### config.mk
export PLATFORM = sky130hd
export DESIGN_NAME = spwm_gen
export DESIGN_NICKNAME = d
export VERILOG_FILES = /design/src/rtl/spwm_gen.sv
export SDC_FILE = /design/constraint.sdc
export NUM_CORES = 1
export LEC_CHECK = 0
export CAP_MARGIN = 40
export CORE_UTILIZATION = 45
export DETAILED_ROUTE_END_ITERATION = 10
export GPL_TIMING_DRIVEN = 0
export PLACE_DENSITY = 0.7
export SETUP_SLACK_MARGIN = 0.02
export SLEW_MARGIN = 20
export SYNTH_ARGS = -nofsm -noshare
export SYNTH_HDL_FRONTEND = slang
export SYNTH_SLANG_ARGS = --single-unit
### constraint.sdc
create_clock -name CLK -period 5.1 [get_ports CLK]
set_input_delay 1.02 -clock CLK [delete_from_list [all_inputs] [get_ports CLK]]
set_output_delay 1.02 -clock CLK [all_outputs]
set_load 0.01 [all_outputs]
### src/rtl/spwm_gen.sv
// spwm_gen - single-phase sinusoidal-PWM modulator stage.
//
// Compares a 12-bit modulating reference against an internal symmetric
// triangle carrier (0..CARRIER_MAX..1, period 2*CARRIER_MAX clocks) and
// drives a complementary high-side/low-side gate pair.
//
// Parameters:
//   CARRIER_MAX  triangle peak value, 2..4095
//   DEADTIME     dead-time length in clocks, 1..255 (dead-time build only)
//
// Ports:
//   CLK   system clock
//   RST   synchronous active-high reset
//   PWM   12-bit unsigned reference sample, captured only at the carrier valley
//   PH    high-side gate drive, active-high, registered
//   PL    low-side gate drive, active-high, registered
//   SYNC  one-cycle pulse aligned with the carrier valley (reference reload)
//
// Configuration macro:
//   SPWM_GEN_DEADTIME_EN  when defined, a dead-time output stage is built;
//                         otherwise PH = raw and PL = ~raw, one clock late.

module spwm_gen #(
  parameter int CARRIER_MAX = 4095,
  parameter int DEADTIME    = 8
) (
  input  logic        CLK,
  input  logic        RST,
  input  logic [11:0] PWM,
  output logic        PH,
  output logic        PL,
  output logic        SYNC
);

  localparam logic [11:0] CMAX = 12'(CARRIER_MAX);

  // Reject parameter values outside the range the counters are sized for.
  if (CARRIER_MAX < 2 || CARRIER_MAX > 4095 || DEADTIME < 1 || DEADTIME > 255) begin : g_param_check
    $error("spwm_gen: CARRIER_MAX or DEADTIME out of range");
  end

  // START is the single cycle after reset in which the carrier is held at 0
  // so that the first valley (and SYNC) follows release immediately.
  typedef enum logic [1:0] {
    START,
    UP,
    DOWN
  } dir_t;

  dir_t        dir;
  dir_t        dir_next;
  logic [11:0] carrier;
  logic [11:0] carrier_next;
  logic [11:0] shadow;
  logic        raw;

  // Carrier, direction, valley pulse and reference shadow register.
  // SYNC and the shadow reload are keyed off the next carrier value so they
  // line up with the cycle in which the carrier actually sits at 0.
  always_ff @(posedge CLK) begin
    if (RST) begin
      dir     <= START;
      carrier <= '0;
      shadow  <= '0;
      SYNC    <= 1'b0;
    end else begin
      dir     <= dir_next;
      carrier <= carrier_next;
      SYNC    <= (carrier_next == 12'd0);
      if (carrier_next == 12'd0) begin
        shadow <= PWM;
      end
    end
  end

  // Next carrier value and direction. The direction turns when the count
  // reaches the peak or the valley, so each endpoint appears once per period.
  always_comb begin
    dir_next     = dir;
    carrier_next = carrier;
    case (dir)
      START: begin
        carrier_next = 12'd0;
        dir_next     = UP;
      end
      UP: begin
        carrier_next = carrier + 12'd1;
        if (carrier + 12'd1 == CMAX) begin
          dir_next = DOWN;
        end
      end
      DOWN: begin
        carrier_next = carrier - 12'd1;
        if (carrier == 12'd1) begin
          dir_next = UP;
        end
      end
      default: begin
        carrier_next = 12'd0;
        dir_next     = START;
      end
    endcase
  end

  // A reference at or above the peak would otherwise drop out for the one
  // cycle the carrier equals it; forcing raw gives a true 100% duty.
  assign raw = (shadow >= CMAX) || (shadow > carrier);

`ifdef SPWM_GEN_DEADTIME_EN

  localparam logic [7:0] DT = 8'(DEADTIME);

  logic       raw_q;
  logic [7:0] dt_count;

  // Dead-time output stage. Every raw edge blanks both gates and (re)loads
  // the counter; the side selected by raw asserts on the clock the counter
  // would reach zero, giving exactly DEADTIME blanked cycles after the last
  // edge. The deasserting side therefore still drops one clock after raw.
  always_ff @(posedge CLK) begin
    if (RST) begin
      raw_q    <= 1'b0;
      dt_count <= '0;
      PH       <= 1'b0;
      PL       <= 1'b0;
    end else begin
      raw_q <= raw;
      if (raw != raw_q) begin
        dt_count <= DT;
        PH       <= 1'b0;
        PL       <= 1'b0;
      end else if (dt_count > 8'd1) begin
        dt_count <= dt_count - 8'd1;
        PH       <= 1'b0;
        PL       <= 1'b0;
      end else begin
        dt_count <= '0;
        PH       <= raw;
        PL       <= ~raw;
      end
    end
  end

`else

  // Plain complementary output stage, one clock behind raw.
  always_ff @(posedge CLK) begin
    if (RST) begin
      PH <= 1'b0;
      PL <= 1'b0;
    end else begin
      PH <= raw;
      PL <= ~raw;
    end
  end

`endif

endmodule

==> results_dict.tcl <==
set metrics [dict create \
    run_status "completed" \
    clkLatencyLatePin_ns 0.29 \
    placement.io_buffers 15 \
    peakVddDrop_uv 93.5 \
    sw_frac_of_total_pct 24.9 \
    grt_antenna_before_repair 0 \
    nFillCells 479 \
    wirelength_um 5330 \
    timing.critical_path.depth 10 \
    timing.critical_path.cells "inv_1 > ha_1 > and2_1 > clkbuf_1 > a221oi_1 > o21bai_1 > nand4b_4 > nor4_4 > buf_6 > mux2i_1" \
    yosys.area.top_type "sky130_fd_sc_hd__dfxtp_1" \
    clockBufferDepth 2 \
    reg2regPathDepth 10 \
    post-place-ws_ns 2.24 \
    final_design_area_no_fill_um2 2640 \
    grt.overflow.total 0 \
    setup-violations-final 0 \
    final_cell_mix "29 x sky130_fd_sc_hd__dfxtp_1, 26 x sky130_fd_sc_hd__nand2b_1, 21 x sky130_fd_sc_hd__nor2_1" \
    layout_commonest_cell "sky130_fd_sc_hd__dfxtp_1" \
    antenna_cells_inserted 0 \
    clock_power_share_pct 42.0 \
    total_power_mw 0.598 \
    drt-pass1-iter-count 5 \
    h-tree-depth 2 \
    clk_transition_reported_paths_ns 0.07 \
    core_region_area_um2 4820 \
    wirelength_met1_um 2530 \
    max_cap_viol_count 0 \
    worst_path_buf_inv 3 \
    topRoutingLayerUsed "met4" \
    setup_ws_ns 2.23 \
    worstMarginPinSlew_ns 0.476 \
    number_of_nets_in_the_finished_design 332 \
    post_cts_buffers 0 \
    synth-main-ff-cell "sky130_fd_sc_hd__dfxtp_1" \
    drtAntennaViolNets 0 \
    worstSetupEndpointType "flip-flop" \
    timing.hold.worst.class "flip-flop to flip-flop" \
    drc 0 \
    post_cts.resized_instances 0 \
    initial_core_util_pct 47.5 \
    wire_length_of_the_first_global_routing_pass_um 9120 \
    power.static_leakage_nw 1.08 \
    mapped_cell_area_um2 2290 \
    timing.critical_path.required_ns 5.32 \
    tritoncts "yes" \
    layout-drive-gt1-share_pct 9.36 \
    power_switching_mw 0.149 \
    synth_enable_flop_cells 0 \
    die_y_um 73.3 \
    post-route-period-util_pct 56.2 \
    crit_path_start_kind "flip-flop" \
    route.met3.wl_um 248 \
    path_delay_family "simple AND/OR/NAND/NOR gates" \
    syn_nets 310 \
    worstPathArrival_ns 3.09 \
    path_max_fanout 10 \
    area.growth.synth_to_final_pct 15.3 \
    synth_top_area_share_pct 25.4 \
    ys_ff_latch 29 \
    synth-seq-area-share_pct 25.4 \
    min_period_ns 2.87 \
    io-pin-count 17 \
    gp_routability_congestion 0.891 \
    numCtsBuffers 5 \
    route.met2.wl_um 2400 \
    global_route.usage.total_pct 22.3 \
    combinationalPowerShare_pct 16.5 \
    fmax_mhz 349 \
    postPlaceCellArea_um2 2520 \
    utilization_pct 54.8 \
    worst_path_max_delay_cell "sky130_fd_sc_hd__nor4_4" \
    power.density_cell_area_nw_per_um2 227 \
    routed_via_density 5.58 \
    p_int_mw 0.449 \
    post_cts_hold_buffer_count 0 \
    grt_setup_unrepaired "no" \
    critPathKind "flip-flop to flip-flop" \
    dr.first_iter.drc_count 176 \
    die_w_um 73.3 \
    ctsRootBufferMaster "sky130_fd_sc_hd__clkbuf_8" \
    asyncSetResetFlopFracSynth_pct 0 \
    drv_slew 0 \
    finalHoldViolations 0 \
    final.setup.tns_ns 0 \
    synth_cells 276 \
    grt_start_max_net_pins 11 \
    yosysUniqueCellTypes 51 \
    hold_path_depth 2 \
    vias 2041 \
    critical_path_max_stage_delay_ns 0.44 \
    synth.area.top_cells "sky130_fd_sc_hd__dfxtp_1 25%, sky130_fd_sc_hd__ha_1 11%, sky130_fd_sc_hd__nand2b_1 7.1%, sky130_fd_sc_hd__xnor2_1 5.7%, sky130_fd_sc_hd__mux2i_1 5.7%" \
    syn-mean-instance-area_um2 8.29 \
    fp.dieArea_um2 5370 \
    timing.clock.skew_ns 0.00772 \
    register_share_of_total_power_pct 41.5 \
    dp_hpwl_um 4080 \
    yosysWarnings 0 \
    core.rowCount 25 \
    first_global_vias 1967 \
    clock_sink_count 29 \
    max_slew_margin_pct 68.0 \
    routed_wire_length_per_instance_um 14.6 \
]
layout make-up:
cell class              count  area [µm²]  area share [%]
well taps                  67        83.8            3.18
repair buffers             15         150            5.69
clock inverters             1        30.0            1.14
inverters                  19        71.3            2.70
clock buffers               7        86.3            3.27
plain buffers              17         100            3.79
multi-input cells         211        1540            58.2
flip-flops and latches     29         581            22.0
registers in the layout (all words and copies together), names as in the netlist:
signal	count
carrier	12
SYNC	1
PH	1
dir	2
shadow	12
PL	1
synth_stat cells, drive strengths merged (2+ instances only):
cell type / instances
a311oi: 2
xnor2: 15
o21ai: 6
nand4: 8
o22ai: 3
a21oi: 5
and2: 3
inv: 19
nand2b: 26
ha: 20
buf: 10
a22o: 2
nand3: 8
nor2: 21
a21o: 5
a31oi: 6
o211ai: 3
mux2i: 13
nand2: 14
nor3: 9
nor4: 6
dfxtp: 29
clkbuf: 7
a211oi: 2
a22oi: 2
and3: 6
or4: 2
or2: 4
a221oi: 3
and4: 2
nor2b: 5
logic make-up (layout without fill, tap and decap cells):
| group | Yosys count | in the layout | synth area share (%) |
|---|---|---|---|
| buf+inv | 36 | 59 | 7.49 |
| compound gates | 48 | 48 | 15.4 |
| simple gates | 115 | 115 | 29.4 |
| flops | 29 | 29 | 25.4 |
| xor+xnor | 15 | 15 | 5.74 |
| fa+ha+maj | 20 | 20 | 10.9 |
| mux | 13 | 13 | 5.69 |
power by group through the flow:
stage,Sequential [mW],Clock [mW],Combinational (mW)
detailed placement,0.253,0,0.0978
global route,0.250,0.268,0.110
CTS,0.248,0.256,0.0986
global placement,0.253,0,0.0956
floorplan,0.252,0,0.0655
finish,0.248,0.251,0.0984
final timing paths:
| path | startpoint | slack (ns) | end |
|---|---|---|---|
| worst max-delay path | dir[0] | 2.23 | shadow[3] |
| worst min-delay path | shadow[4] | 0.51 | shadow[4] |
| worst max register to register | dir[0] | 2.23 | shadow[3] |
| worst min register to register | shadow[4] | 0.51 | shadow[4] |
worst reg2reg max path, cell delays in order, from the launching register on:
cell and delay (ns):
sky130_fd_sc_hd__dfxtp_1 0.38, sky130_fd_sc_hd__inv_1 0.08, sky130_fd_sc_hd__ha_1 0.40, sky130_fd_sc_hd__and2_1 0.19
sky130_fd_sc_hd__clkbuf_1 0.19, sky130_fd_sc_hd__a221oi_1 0.29, sky130_fd_sc_hd__o21bai_1 0.23, sky130_fd_sc_hd__nand4b_4 0.17
sky130_fd_sc_hd__nor4_4 0.44, sky130_fd_sc_hd__buf_6 0.24, sky130_fd_sc_hd__mux2i_1 0.20
layer usage:
layer,track usage [%],vias up
li1,-,1021
met1,28.5,953
met2,35.6,53
met3,5.08,14
met4,10.9,0
met5,0,-
through the flow:
step	std cells	hold WS, ns
after global placement	358	0.482
after detailed placement	358	0.489
final	366	0.505
after floorplan	276	0.462
after global routing	366	0.535
after CTS	366	0.506
(Power assumes the default switching activity.)
